$ cat src/rtl/multicycle_controller.sv
// multicycle_controller
//   Control FSM for a multicycle CPU: FETCH -> DECODE -> EXEC -> [MEM] -> [WB].
//   Each non-halt instruction retires exactly once. A retire pulses pc_write,
//   selects the next-PC source and bumps retired_count.
//
// Ports
//   clk, rst_n              clock, synchronous active-low reset
//   start                   leaves IDLE
//   reg_write .. halt       decoder controls, sampled in DECODE only
//   branch_taken            ALU compare result, sampled in EXEC only
//   imem_req / imem_ready   instruction fetch handshake
//   dmem_req / dmem_we /
//   dmem_ready              data memory handshake
//   ir_write, alu_en, rf_we, fp_we, wb_sel, pc_write, pc_sel   datapath enables
//   state, halted, fault, retired_count                        status
module multicycle_controller #(
  parameter int MEM_TIMEOUT = 16
) (
  input  logic        clk,
  input  logic        rst_n,
  input  logic        start,
  input  logic        reg_write,
  input  logic        mem_read,
  input  logic        mem_write,
  input  logic        branch,
  input  logic        jump,
  input  logic        mem_to_reg,
  input  logic        is_float,
  input  logic        halt,
  input  logic        branch_taken,
  output logic        imem_req,
  input  logic        imem_ready,
  output logic        dmem_req,
  output logic        dmem_we,
  input  logic        dmem_ready,
  output logic        ir_write,
  output logic        alu_en,
  output logic        rf_we,
  output logic        fp_we,
  output logic        wb_sel,
  output logic        pc_write,
  output logic [1:0]  pc_sel,
  output logic [2:0]  state,
  output logic        halted,
  output logic        fault,
  output logic [31:0] retired_count
);

  typedef enum logic [2:0] {
    S_IDLE   = 3'd0,
    S_FETCH  = 3'd1,
    S_DECODE = 3'd2,
    S_EXEC   = 3'd3,
    S_MEM    = 3'd4,
    S_WB     = 3'd5,
    S_HALT   = 3'd6,
    S_FAULT  = 3'd7
  } state_t;

  localparam int CW = $clog2(MEM_TIMEOUT + 1);
  localparam logic [CW-1:0] LAST_WAIT = CW'(MEM_TIMEOUT - 1);

  state_t        state_q, state_d;
  logic [CW-1:0] wait_cnt;
  logic          f_rw, f_mr, f_mw, f_br, f_jp, f_m2r, f_fp;
  logic          taken_q;
  logic          retire;
  logic          taken;

  // In EXEC the live compare result is used; a later retire (branch that
  // also touches memory) falls back to the value captured in EXEC.
  assign taken = (state_q == S_EXEC) ? branch_taken : taken_q;

  always_comb begin
    state_d  = state_q;
    imem_req = 1'b0;
    ir_write = 1'b0;
    alu_en   = 1'b0;
    dmem_req = 1'b0;
    dmem_we  = 1'b0;
    rf_we    = 1'b0;
    fp_we    = 1'b0;
    wb_sel   = 1'b0;
    retire   = 1'b0;
    case (state_q)
      S_IDLE: if (start) state_d = S_FETCH;
      S_FETCH: begin
        imem_req = 1'b1;
        if (imem_ready) begin
          ir_write = 1'b1;
          state_d  = S_DECODE;
        end else if (wait_cnt == LAST_WAIT) begin
          state_d = S_FAULT;
        end
      end
      S_DECODE: state_d = halt ? S_HALT : S_EXEC;
      S_EXEC: begin
        alu_en = 1'b1;
        if (f_mr || f_mw)       state_d = S_MEM;
        else if (f_br)          retire  = 1'b1;
        else if (f_jp && f_rw)  state_d = S_WB;
        else if (f_jp)          retire  = 1'b1;
        else if (f_rw)          state_d = S_WB;
        else                    retire  = 1'b1;
      end
      S_MEM: begin
        dmem_req = 1'b1;
        dmem_we  = f_mw;
        if (dmem_ready) begin
          if (f_mr) state_d = S_WB;
          else      retire  = 1'b1;
        end else if (wait_cnt == LAST_WAIT) begin
          state_d = S_FAULT;
        end
      end
      S_WB: begin
        rf_we  = !f_fp;
        fp_we  = f_fp;
        wb_sel = f_m2r;
        retire = 1'b1;
      end
      default: ;  // HALT and FAULT are sticky
    endcase
    if (retire) state_d = S_FETCH;
  end

  always_comb begin
    pc_write = retire;
    pc_sel   = 2'b00;
    if (retire) begin
      if (f_br && taken) pc_sel = 2'b01;
      else if (f_jp)     pc_sel = 2'b10;
    end
  end

  assign state  = state_q;
  assign halted = (state_q == S_HALT);
  assign fault  = (state_q == S_FAULT);

  always_ff @(posedge clk) begin
    if (!rst_n) begin
      state_q       <= S_IDLE;
      wait_cnt      <= '0;
      f_rw          <= 1'b0;
      f_mr          <= 1'b0;
      f_mw          <= 1'b0;
      f_br          <= 1'b0;
      f_jp          <= 1'b0;
      f_m2r         <= 1'b0;
      f_fp          <= 1'b0;
      taken_q       <= 1'b0;
      retired_count <= '0;
    end else begin
      state_q <= state_d;
      // Clears on every state change (covers entry to FETCH and MEM),
      // counts only while a memory request is outstanding.
      if (state_d != state_q)
        wait_cnt <= '0;
      else if (state_q == S_FETCH || state_q == S_MEM)
        wait_cnt <= wait_cnt + 1'b1;
      if (state_q == S_DECODE) begin
        f_rw  <= reg_write;
        f_mr  <= mem_read;
        f_mw  <= mem_write;
        f_br  <= branch;
        f_jp  <= jump;
        f_m2r <= mem_to_reg;
        f_fp  <= is_float;
      end
      if (state_q == S_EXEC) taken_q <= branch_taken;
      if (retire) retired_count <= retired_count + 32'd1;
    end
  end

endmodule

$ cat config.mk
export PLATFORM = sky130hd
export DESIGN_NAME = multicycle_controller
export DESIGN_NICKNAME = d
export VERILOG_FILES = /design/src/rtl/multicycle_controller.sv
export SDC_FILE = /design/constraint.sdc
export NUM_CORES = 1
export LEC_CHECK = 0
export ABC_AREA = 1
export CAP_MARGIN = 20
export CORE_MARGIN = 3
export CORE_UTILIZATION = 46
export DETAILED_ROUTE_END_ITERATION = 7
export GPL_ROUTABILITY_DRIVEN = 0
export PLACE_DENSITY = 0.85
export REMOVE_ABC_BUFFERS = 1
export SLEW_MARGIN = 0
export SYNTH_ARGS = -nofsm -noshare
export SYNTH_HDL_FRONTEND = slang
export SYNTH_SLANG_ARGS = --single-unit
$ cat constraint.sdc
create_clock -name clk -period 1.7 [get_ports clk]
set_input_delay 0.51 -clock clk [delete_from_list [all_inputs] [get_ports clk]]
set_output_delay 0.51 -clock clk [all_outputs]
set_load 0.1 [all_outputs]
-- Word-level counts from Yosys, hierarchy flattened
Cells that the tools add are included.
- output and inout port bits: 48
- logic and storage cells: 64
- bits of input ports: 14
- bits in registers: 48
- eq/ne operators: 9
- reduce and logical (&&, ||, !) cells: 7
- multiplexer cells: 34
- bitwise gates (word level): 1
- $add $sub $neg: 2
- operator list (kind ; count):
    two-way mux 3 bit ; 12
    adder 32 x 1 -> 32 bit (second input constant) ; 1
    two-way mux 1 bit ; 17
    one-hot mux 3 bit (5 select lines) ; 1
    equality test 3 bit (second input constant) ; 4
    equality test 3 x 2 -> 1 bit (second input constant) ; 2
    two-way mux 2 bit ; 3
    adder 5 x 1 -> 5 bit (second input constant) ; 1
    equality test 5 x 4 -> 1 bit (second input constant) ; 1
    equality test 3 x 1 -> 1 bit (second input constant) ; 1
    zero test 3 bit ; 1
    inequality test 3 bit ; 1
    one-hot mux 1 bit (3 select lines) ; 1
    logical AND 1 bit ; 2
    logical OR 1 bit ; 2
    OR reduction 2 bit ; 1
    zero test 1 bit ; 1
    NOT 1 bit ; 1

-- Longest topological paths before layout
- depth in word-level cells: 9
- depth in mapped cells: 12

-- Worst setup path before layout
OpenSTA, ideal clock, no wires.
- path type: reg-to-output
- from: register state_q[0], in the netlist state[0]
- to: output pc_sel[0]
- arrival: 4177 ps
- stages on the path, launching flop included: 9
- path buffers: 2
- required time: 1190 ps
- path slack: -2987 ps
- cell sequence: dfxtp_1 > buf_4 > nand2_4 > nor2_8 > nand3_4 > nand2_4 > inv_2 > buf_2 > nor3_1
- word-level cells in the longest chain between the ends: 5
- RTL lines (item ; RTL line ; text):
    from (decl) ; 63 ; state_t state_q, state_d;
    from (signal assigned) ; 154 ; state_q <= state_d;
    equality test 3 x 2 -> 1 bit ; 72, 85 ;
    two-way mux 1 bit ; - ;
    logical AND 1 bit ; 131 ; if (f_br && taken) pc_sel = 2'b01;
    two-way mux 2 bit ; 131 ;
    two-way mux 2 bit (*) ; 130 ; if (retire) begin
    to (decl) ; 42 ; output logic [1:0] pc_sel,
Every way passes the cells marked *; elsewhere a longest branch is shown, timed or not.

-- Worst setup path after layout
Ends and elaborated chain as after synthesis.

==> reports/summary.md <==
In this run the mean area of a mapped cell was 6.33 um2. The worst-skew pair later-pin latency is 0.31 ns. The TritonCTS buffer count is 5. In the final layout, the share of cells above drive strength 1 is 41.2%. The synthesized design contains 48 register bits.

Timing would allow up to 0.472 GHz. The final route contains 3881 vias. Die boundary width: 84.7 um. The analysis attributes to cell leakage a power of 2.09 nW. The run gives 0.863 mV as the maximum vdd ir drop. The routed design could run at a clock period as short as 2.12 ns.

In this run the power density over the cells is 906 mW/mm2. The number of synthesized flops with an enable pin is 0, and the clock-pin slew reported for the worst setup and hold paths after clock tree synthesis is 0.10 ns. Of the post-synthesis cell area, the dominant cell type holds 33.7%.

The cell area that synthesis handed to floorplanning was 0.00285 mm2. The run gives 0 as the initial antenna violation count. The startpoint of the tightest hold check path is f_jp$_SDFFE_PN0P_. The overall routing resource usage came out at 28.7%.

For this block, the routed nets add up to 12.5 mm of wire. In this run the tightest slew margin relative to its limit is 69.1%. OpenSTA, run right after detailed placement, puts the worst setup slack at -0.639 ns.

The floorplan step defined a core boundary enclosing 0.00596 mm2. The first global-routing pass estimated 16.7 mm of wire. Worst min-delay path category: register to register.

Setup violations remaining at the end of the flow were counted as 44. Number of cell instances on the worst register-to-register path: 12. In the post-synthesis netlist, the biggest area contributors are dfxtp_1 (34%), nand2_1 (17%), nor2_1 (9.8%), inv_1 (6.2%), a21oi_1 (6.0%). The run gives 20 as the largest net degree at the start of global routing. 62 I/O pins were placed. Data on the critical path arrives at its endpoint at 1.61 ns.

The maximum number of buffers from clock root to sink came out at 2. The run finished, with violations left. The tools report the final hold violation count as 0. Summed over all layers, the global routing overflow is 0.

The total area of sequential cells was 978 um2. Traced cell by cell, the critical path runs through nand2_4 -> nor2_8 -> nand3_4 -> nand2_4 -> inv_4 -> nor3_4 -> buf_6 -> buf_12. The critical setup path kind was register to primary output. The number of DRC violations after detailed routing came out at 0. The number of global-route vias before repair was 3729. The proportion of register bits with asynchronous set or reset after synthesis works out to 0%. The delay of the slowest critical-path stage came out at 0.42 ns. The die is 84.7 um tall. Fill cells in the final layout number 247. The setup TNS after final layout came out at -6.89 ns. The slowest stage of the critical path belongs to the cell dfxtp_4. The run gives 48 as the total clock sinks. The run gives 0 as the count of antenna diodes in the layout. TritonCTS built the clock tree. STA puts the critical path data required time at 1.19 ns. Among all cell types in the netlist, the one instantiated most often is nand2_1. The tool flagged a number of max-cap violations equal to 0.

The cell taking the most area after synthesis is dfxtp_1. Setup repair after global routing could not meet its margin everywhere. After floorplanning, the core was divided into 28 placement rows. The count of unique library cells instantiated by Yosys was 35. The tree is rooted in a clkbuf_8. The clock skew was 0.00726 ns; the synthesis-to-layout area growth was 85.6%. Launching element of the worst setup path: state[0]$_SDFF_PN0_. In this run the remaining antenna-violating nets after routing total 0. The count of buffers added on input and output ports is 61. The routed length per placed instance is 18.6 um. For the detailed-placement wirelength estimate, the log shows 6.42 mm. The tools report the number of pins exceeding their max-slew limit in the final report as 0. For the pin with the worst max-slew slack, the measured transition is 0.462 ns. The final net count was 610.

The detailed-route vias per instance came out at 5.80. The fraction of the cycle the final worst path needs came out at 125%. The total die area was 0.00717 mm2. STA classifies the critical path startpoint as a register. The main flop type after synthesis was dfxtp_1. The run gives 262 as the initial detailed-routing violation count. The run gives 0 as the total of hold buffers inserted after clock tree synthesis.

The worst hold path was traced through 2 stages. Measured on the finished design, the core utilization comes to 88.7%. The area of the multi-input gates is 0.00198 mm2, and the count of synthesis-stage warnings from yosys is 0.

The logs give 2 for the deepest level of the CTS H-tree and 47.8% for the starting density of the core. The length of the first detailed-routing pass in iterations is 6, and the gate count after technology mapping is 450. Ranked by instance count, the synthesized netlist is headed by nand2_1 (131), nor2_1 (74), dfxtp_1 (48). Element type at the critical path end: a primary output. The worst register-to-register path begins at state[0]$_SDFF_PN0_. The checks that failed: setup timing.

Along the worst path, the maximum fanout reaches 4. Most frequent cell on the critical path: nand2_4. For this run, the register share of the synthesized area comes to 33.7%.

The tools report the post-layout worst setup margin as -0.418 ns.
cell usage in the layout (no fill, tap or decap), drive strengths merged, types with 10 or more instances in the layout:
| cell | Yosys | routed |
|---|---|---|
| clkdlybuf4s50 | 0 | 10 |
| nor3 | 13 | 13 |
| a21oi | 34 | 34 |
| inv | 52 | 52 |
| dfxtp | 48 | 48 |
| nand3 | 22 | 22 |
| buf | 8 | 134 |
| nand2 | 136 | 136 |
| o21ai | 25 | 25 |
| nor2 | 81 | 81 |
per-stage QoR:
stage               area, um2  total power, W  std cells  hold WS, ns
floorplan                2770         0.00219        438        0.420
global placement         4380         0.00288        629        0.430
detailed placement       4380         0.00293        629        0.441
CTS                      4880         0.00438        652        0.457
global route             5290         0.00494        669        0.489
finish                   5290         0.00479        669        0.457
sequential cells by signal, summed over array words and instances (netlist names):
name	flops
retired_count	32
wait_cnt	5
state	3
f_br	1
f_fp	1
f_jp	1
f_m2r	1
f_mr	1
f_mw	1
f_rw	1
taken_q	1
layer usage:
layer | vias up | track usage, % | part of all wire (%)
li1 | 1712 | - | -
met1 | 1775 | 30.8 | 34
met2 | 293 | 53.1 | 51
met3 | 101 | 5.99 | 8.5
met4 | 0 | 13.8 | 6.7
met5 | - | 0 | 0
cells by family (layout without fill, tap and decap cells):
family	Yosys count	in the layout	share of synthesized area [%]
DFF	48	48	33.7
and+or+nand+nor	264	264	41.1
adders and majority gates	3	3	1.32
muxes	1	1	0.352
xor gates and xnor gates	8	8	2.46
AOI/OAI and AO/OA	62	62	11.2
buffers and inverters	64	208	9.75
what timing repair did:
item	4_1_cts	5_1_grt
gates resized for setup	67	79
buffers inserted	15	19
setup endpoints to repair	44	53
gates cloned	0	1
pin swaps	23	30
critical path, delay by kind of cell, from the launching register on:
kind / cells / cell delay, ns
DFF: 1 / 0.42
and+or+nand+nor: 5 / 0.55
buffers and inverters: 3 / 0.34
final timing paths:
| kind | endpoint | slack [ns] |
|---|---|---|
| max | pc_sel[0] | -0.42 |
| min | f_jp$_SDFFE_PN0P_ | 0.46 |
| max reg2reg | retired_count[7]$_SDFFE_PN0P_ | -0.24 |
| min reg2reg | f_jp$_SDFFE_PN0P_ | 0.46 |
power by group:
part / total, W / switching, W / internal [W]
combinational: 0.00234 / 0.00136 / 0.000978
sequential: 0.00130 / 0.0000838 / 0.00121
clock: 0.00115 / 0.000415 / 0.000736
total: 0.00479 / 0.00186 / 0.00293
area by class of cell:
class	count	share of cell area (%)
Multi-Input combinational cell	338	37.5
Clock inverter	3	1.70
Inverter	52	3.84
Clock buffer	5	1.30
Sequential cell	48	18.5
Tap cell	75	1.78
Timing Repair Buffer	148	35.4
(Power assumes the default switching activity.)
